[config.mk]
export PLATFORM = sky130hd
export DESIGN_NAME = gray_counter_enc_flat
export DESIGN_NICKNAME = d
export VERILOG_FILES = /design/src/rtl/gray_counter_enc_if.sv /design/src/rtl/gray_counter_enc.sv /design/src/flat_wrapper.sv
export SDC_FILE = /design/constraint.sdc
export NUM_CORES = 1
export LEC_CHECK = 0
export ABC_CLOCK_PERIOD_IN_PS = 2700
export CORE_AREA = 2 2 39 41
export DETAILED_ROUTE_END_ITERATION = 12
export DIE_AREA = 0 0 41 43
export PLACE_DENSITY_LB_ADDON = 0.1
export SLEW_MARGIN = 20
export SYNTH_ARGS = -nofsm -noshare
export SYNTH_HDL_FRONTEND = slang
export SYNTH_SLANG_ARGS = --single-unit
[constraint.sdc]
create_clock -name clk -period 2.7 [get_ports clk]
set_input_delay 0.27 -clock clk [delete_from_list [all_inputs] [get_ports clk]]
set_output_delay 0.27 -clock clk [all_outputs]
set_load 0.01 [all_outputs]
[src/rtl/gray_counter_enc_if.sv]
// Control/status bundle for the up/down binary+Gray counter.
// Master drives count controls; slave returns the registered codes.
interface gray_counter_enc_if #(
  parameter int WIDTH = 4
);
  logic             en;
  logic             up_dn;
  logic             load;
  logic [WIDTH-1:0] load_bin;
  logic [WIDTH-1:0] bin;
  logic [WIDTH-1:0] gray;
  logic             wrap;
  logic             err;

  modport master (
    output en, up_dn, load, load_bin,
    input  bin, gray, wrap, err
  );

  modport slave (
    input  en, up_dn, load, load_bin,
    output bin, gray, wrap, err
  );
endinterface

[src/rtl/gray_counter_enc.sv]
// Up/down binary counter with registered Gray code and wrap pulse.
// Define GRAY_ADJ_CHECK_EN to build the sticky Gray-adjacency checker.
module gray_counter_enc #(
  parameter int WIDTH = 4
) (
  input logic               clk,
  input logic               rst,
  gray_counter_enc_if.slave bus
);

  localparam logic [WIDTH-1:0] ONE  = WIDTH'(1);
  localparam logic [WIDTH-1:0] ONES = '1;

  if (WIDTH < 2 || WIDTH > 16) begin : g_bad_width
    $error("gray_counter_enc: WIDTH out of range");
  end

  logic [WIDTH-1:0] b_q;
  logic [WIDTH-1:0] b_next;
  logic [WIDTH-1:0] g_q;
  logic [WIDTH-1:0] g_next;
  logic             wrap_q;
  logic             wrap_next;
  logic             cnt;

  assign cnt = bus.en & ~bus.load;

  always_comb begin
    b_next    = b_q;
    wrap_next = 1'b0;
    unique case (1'b1)
      bus.load: begin
        b_next = bus.load_bin;
      end
      cnt & bus.up_dn: begin
        b_next    = b_q + ONE;
        wrap_next = (b_q == ONES);
      end
      cnt & ~bus.up_dn: begin
        b_next    = b_q - ONE;
        wrap_next = (b_q == '0);
      end
      default: begin
        b_next    = b_q;
        wrap_next = 1'b0;
      end
    endcase
  end

  // Gray is encoded from the next binary value so both land together.
  assign g_next = b_next ^ (b_next >> 1);

  always_ff @(posedge clk or posedge rst) begin
    if (rst) begin
      b_q    <= '0;
      g_q    <= '0;
      wrap_q <= 1'b0;
    end else begin
      b_q    <= b_next;
      g_q    <= g_next;
      wrap_q <= wrap_next;
    end
  end

  assign bus.bin  = b_q;
  assign bus.gray = g_q;
  assign bus.wrap = wrap_q;

`ifdef GRAY_ADJ_CHECK_EN
  logic [WIDTH-1:0] diff;
  logic             adj_ok;
  logic             first_q;
  logic             err_q;

  // Exactly one bit set: nonzero and clearing the lowest set bit gives 0.
  assign diff   = g_q ^ g_next;
  assign adj_ok = (diff != '0) && ((diff & (diff - ONE)) == '0);

  always_ff @(posedge clk or posedge rst) begin
    if (rst) begin
      first_q <= 1'b1;
      err_q   <= 1'b0;
    end else begin
      first_q <= 1'b0;
      if (cnt && !first_q && !adj_ok) begin
        err_q <= 1'b1;
      end
    end
  end

  assign bus.err = err_q;
`else
  assign bus.err = 1'b0;
`endif

endmodule

[src/flat_wrapper.sv]
// flat-port wrapper written by rule: the top's interface ports become plain ports
module gray_counter_enc_flat 
#(
  parameter int WIDTH = 4
)
  (clk, rst, bus_en, bus_up_dn, bus_load, bus_load_bin, bus_bin, bus_gray, bus_wrap, bus_err);
  gray_counter_enc_if #(.WIDTH(WIDTH)) bus_i ();
  input logic clk;
  input logic rst;
  input wire logic [$bits(bus_i.en)-1:0] bus_en;
  input wire logic [$bits(bus_i.up_dn)-1:0] bus_up_dn;
  input wire logic [$bits(bus_i.load)-1:0] bus_load;
  input wire logic [$bits(bus_i.load_bin)-1:0] bus_load_bin;
  output wire logic [$bits(bus_i.bin)-1:0] bus_bin;
  output wire logic [$bits(bus_i.gray)-1:0] bus_gray;
  output wire logic [$bits(bus_i.wrap)-1:0] bus_wrap;
  output wire logic [$bits(bus_i.err)-1:0] bus_err;
  assign bus_i.en = bus_en;
  assign bus_i.up_dn = bus_up_dn;
  assign bus_i.load = bus_load;
  assign bus_i.load_bin = bus_load_bin;
  assign bus_bin = bus_i.bin;
  assign bus_gray = bus_i.gray;
  assign bus_wrap = bus_i.wrap;
  assign bus_err = bus_i.err;
  gray_counter_enc #(.WIDTH(WIDTH)) u_core (.clk(clk), .rst(rst), .bus(bus_i));
endmodule
# After elaboration in Yosys (flattened, before gate mapping)
# Cells that the tools add are included.
# Widths: inputs -> output; s select.
[word_totals]
word_cells = 15
output_inout_bits = 10
input_bits = 9
register_bits = 9
[classes]
muxes = 2
n_eq_ne = 1
n_bitwise = 6
addsub = 2
reduce_logical = 1
[op_table]
columns = ["op", "count"]
rows = [
  ["$pmux 4 s3", 1],
  ["$add 4x1->4 const B", 1],
  ["$eq 4x4->1 const B", 1],
  ["$logic_not 4->1", 1],
  ["$sub 4x1->4 const B", 1],
  ["$xor 4x3->4", 1],
  ["$and 1x1->1", 3],
  ["$not 1->1", 2],
  ["$pmux 1 s2", 1],
]

# Logic depth before layout (Yosys ltp)
[depth]
ltp_word = 5
depth_mapped = 11
ltp_nobuf = 10

# Worst setup path after synthesis
# Ideal clock, no wire load.
[synth_timing]
path_kind = "input to register"
from = "input bus_load"
to = "register u_core.g_q[2], in the netlist u_core.bus.gray[2]"
t_required_ps = 2575
path_stages = 11
arrival_ps = 1908
path_slack_ps = 667
cell_sequence = "buf_4 inv_1 nand2_1 nor2_1 xor2_1 ha_1 and2_1 o21ai_0 xor2_1 xor3_1 mux2_2"
[synth_via]
elab_chain_cells = 5
[synth_lines]
columns = ["item", "line_no", "source"]
rows = [
  ["start: declaration", "flat_wrapper.sv:12", "input wire logic [$bits(bus_i.load)-1:0] bus_load;"],
  ["$not 1->1", "gray_counter_enc.sv:26", "assign cnt = bus.en & ~bus.load;"],
  ["$and 1x1->1", "gray_counter_enc.sv:26", ""],
  ["$and 1x1->1 (on tied branches)", "gray_counter_enc.sv:39, gray_counter_enc.sv:35", ""],
  ["$pmux 4 s3 *", "gray_counter_enc.sv:31", "unique case (1'b1)"],
  ["$xor 4x3->4 *", "gray_counter_enc.sv:51", "assign g_next = b_next ^ (b_next >> 1);"],
  ["via u_core.g_next[2]", "gray_counter_enc.sv:21", "logic [WIDTH-1:0] g_next;"],
  ["end signal: assignment", "gray_counter_enc.sv:60", "g_q <= g_next;"],
  ["end: declaration", "gray_counter_enc.sv:20", "logic [WIDTH-1:0] g_q;"],
]
# Mark *: on every way through the listed nets, which the timed path passes. The rest lies on a longest branch.

# Final worst setup path
# Same ends and word-level chain as after synthesis.

==> key figures <==
Clock tree
  – Max clock buf depth: 2
  – Setup bufs post-CTS: 0
  – Clock insertion delay at the later pin of the skew report: 0.25 ns
  – Clock slew at reported path FFs: 0.05 ns
  – Sink Count: 8
  – Htree depth: 1
  – Post-CTS sizing: 0
  – Number of buffers created by CTS: 3
  – TritonCTS clock tree: done
  – CTS root buffer: clkbuf_4
  – Post-CTS Hold Fix Bufs: 0

Synth
  – Synth top area share: 41.56%
  – Count leader, synth: dfrtp_1
  – Post-synth EDFFs: 0
  – Synth Area per Inst: 10.04 um2
  – Top cells by area, synth: dfrtp_1, xor2_1, xnor2_1
  – Synth Area in Adders: 2.597%
  – Simple-Gate Fraction of Synth Area: 12.47%
  – Synth area leader: dfrtp_1
  – Syn_nets: 58
  – Top FF cell, synth: dfrtp_1
  – Most frequent cells after synthesis: dfrtp_1, nor2_1, nand2_1, o21ai_0, xor2_1
  – Post-Synth XOR/XNOR Area: 17.66%
  – Synthesized flop and latch total: 8
  – Synth Cell Area: 481.7 um2
  – Post-synthesis mux area share: 4.416%
  – Cell count after synthesis: 48
  – Yosys warns: 0
  – Async S/R FF share, synth: 100.0%
  – Largest family of logic cells by synthesized area: XOR/XNOR gates
  – Synth Area in Compound Gates: 13.51%
  – Netlist cell types: 21
  – Sequential share of the synthesized area: 41.56%

Drt
  – Initial DRC count: 10
  – Avg Vias per Cell: 5.000
  – TritonRoute pass-1 iters: 4
  – Overall routed net length: 948 um
  – DRC: 0
  – WL per Instance: 11.29 um
  – Post-DRT Antenna Nets: 0
  – Via count: 420

Timing
  – Crit path time final: 2.233 ns
  – Max-slew violations: 0
  – Setup violators final: 0
  – RSZ-0062 raised after global routing: no
  – Clock Skews: 0.0003452 ns
  – Final Hold Vio Count: 0
  – TNS Setup: 0 ns
  – Fin crit share: 82.69%
  – FMAX: 0.4479 GHz

GRT
  – Global-route wire length before repair: 1635 um
  – Gr ovfl total: 0
  – Vias in the first global route: 383
  – Largest net degree at the start of global routing: 11
  – Overall routing resource usage: 14.11%
  – Initial antenna violation count: 0

Finish
  – N_diodes: 0
  – Nets: 80
  – Design area: 694.4 um2
  – Synth-to-Final Area Change: 44.16%
  – Final core occ: 50.18%
  – Layout cells sized above 1: 14.71%
  – Fillers: 152

Worst setup path
  – CP arrival: 2.37 ns
  – Critical Path RT: 2.84 ns
  – Endpoint class of the critical path: flip-flop
  – CP startpoint kind: primary input
  – Critical path type: in2reg
  – Crit-path max FO: 2

Power
  – Cell Pwr Density: 582.0 mW/mm2
  – Post-route total power: 0.0004042 W
  – Leak Pwr: 0.3105 nW
  – VDD IR max: 0.0002820 V

Run
  – Max_cap viols: 0

Die
  – Num ports: 19
  – Rows: 14
  – Die ar.: 0.001763 mm2
  – Die Span X: 41 um
  – Initial core utilization: 34.81%
  – Die Height: 43 um
  – Core area: 0.001384 mm2

Placement
  – DP HPWL: 694.7 um
  – Area after DPL: 671.9 um2
  – Final Wtd Congestion: 0.6642
  – Input/output buffers: 17

Status
  – Status: complete, no violations

Min path
  – Worst hold path class: in2async
==> routing by layer <==
metal  track usage (%)  up-vias  part of all wire, %
li1                  -      199                    -
met4             6.000        0                  1.4
met2             20.63       13                   52
met1             18.33      204                   40
met3             4.712        4                  6.1
met5                 0        -                    0
==> sequential cells by signal, indices dropped and copies added, names as in the netlist <==
name / cells
u_core.bus.bin: 4
u_core.bus.gray: 3
u_core.bus.wrap: 1
==> layout make-up <==
class	count	area, um2	area share, %
timing repair buffer	20	192.7	27.75
tap	16	20.02	2.883
sequential	8	200.2	28.83
inverter	3	11.26	1.622
clock buffer	3	22.52	3.243
multi-input combinational	34	247.7	35.68
==> report_power, final <==
part	internal (W)	leakage, nW	switching, W
clock network	0.0000509	0.0138	0.0000406
logic	0.0000935	0.199	0.0000583
registers	0.000142	0.0972	0.0000187
total	0.000287	0.310	0.000118
==> placed cells by master, fill, tap and decap left out, drive strengths merged, types with 3 or more instances in the layout <==
master / count
o21ai: 4
inv: 3
dfrtp: 8
clkbuf: 3
xor2: 4
clkdlybuf4s50: 17
nand2: 4
nor2: 5
xnor2: 3
buf: 3
==> worst max-delay path, stage by stage <==
cell	delay, ns
clkdlybuf4s50_1	0.47
inv_1	0.06
nand2_1	0.08
nor2_1	0.05
xor2_1	0.14
ha_1	0.20
and2_1	0.16
o21ai_0	0.21
xor2_1	0.22
xor3_1	0.24
mux2_2	0.27
==> final timing paths <==
kind                                   startpoint                 end  slack [ns]  depth (start not counted)
worst max-delay path                     bus_load  u_core.bus.gray[2]        0.47                         11
worst max register to register  u_core.bus.bin[1]  u_core.bus.gray[2]        0.65                          7
worst min register to register  u_core.bus.bin[3]   u_core.bus.bin[3]        0.70                          2
worst min-delay path                          rst  u_core.bus.gray[1]        0.27                          2
min in group clk                           bus_en     u_core.bus.wrap        0.62                          3
max in group asynchronous                     rst  u_core.bus.gray[2]        2.19                          2
==> cells by family after synthesis <==
group | Yosys count
AND/OR/NAND/NOR | 13
AO/OA/AOI/OAI | 9
XOR/XNOR | 8
flip-flops | 8
buffers and inverters | 6
multiplexers | 2
adder cells (fa/ha/maj) | 1
other | 1
==> metrics by stage <==
stage / setup WS [ns] / hold slack [ns] / std cells
after floorplan: 0.6670 / 0.08566 / 48
after global placement: 0.2452 / 0.5511 / 81
after detailed placement: 0.2428 / 0.5582 / 81
after CTS: 0.4589 / 0.2786 / 84
after global routing: 0.3101 / 0.2854 / 84
final: 0.4674 / 0.2699 / 84
(Power assumes the default switching activity.)
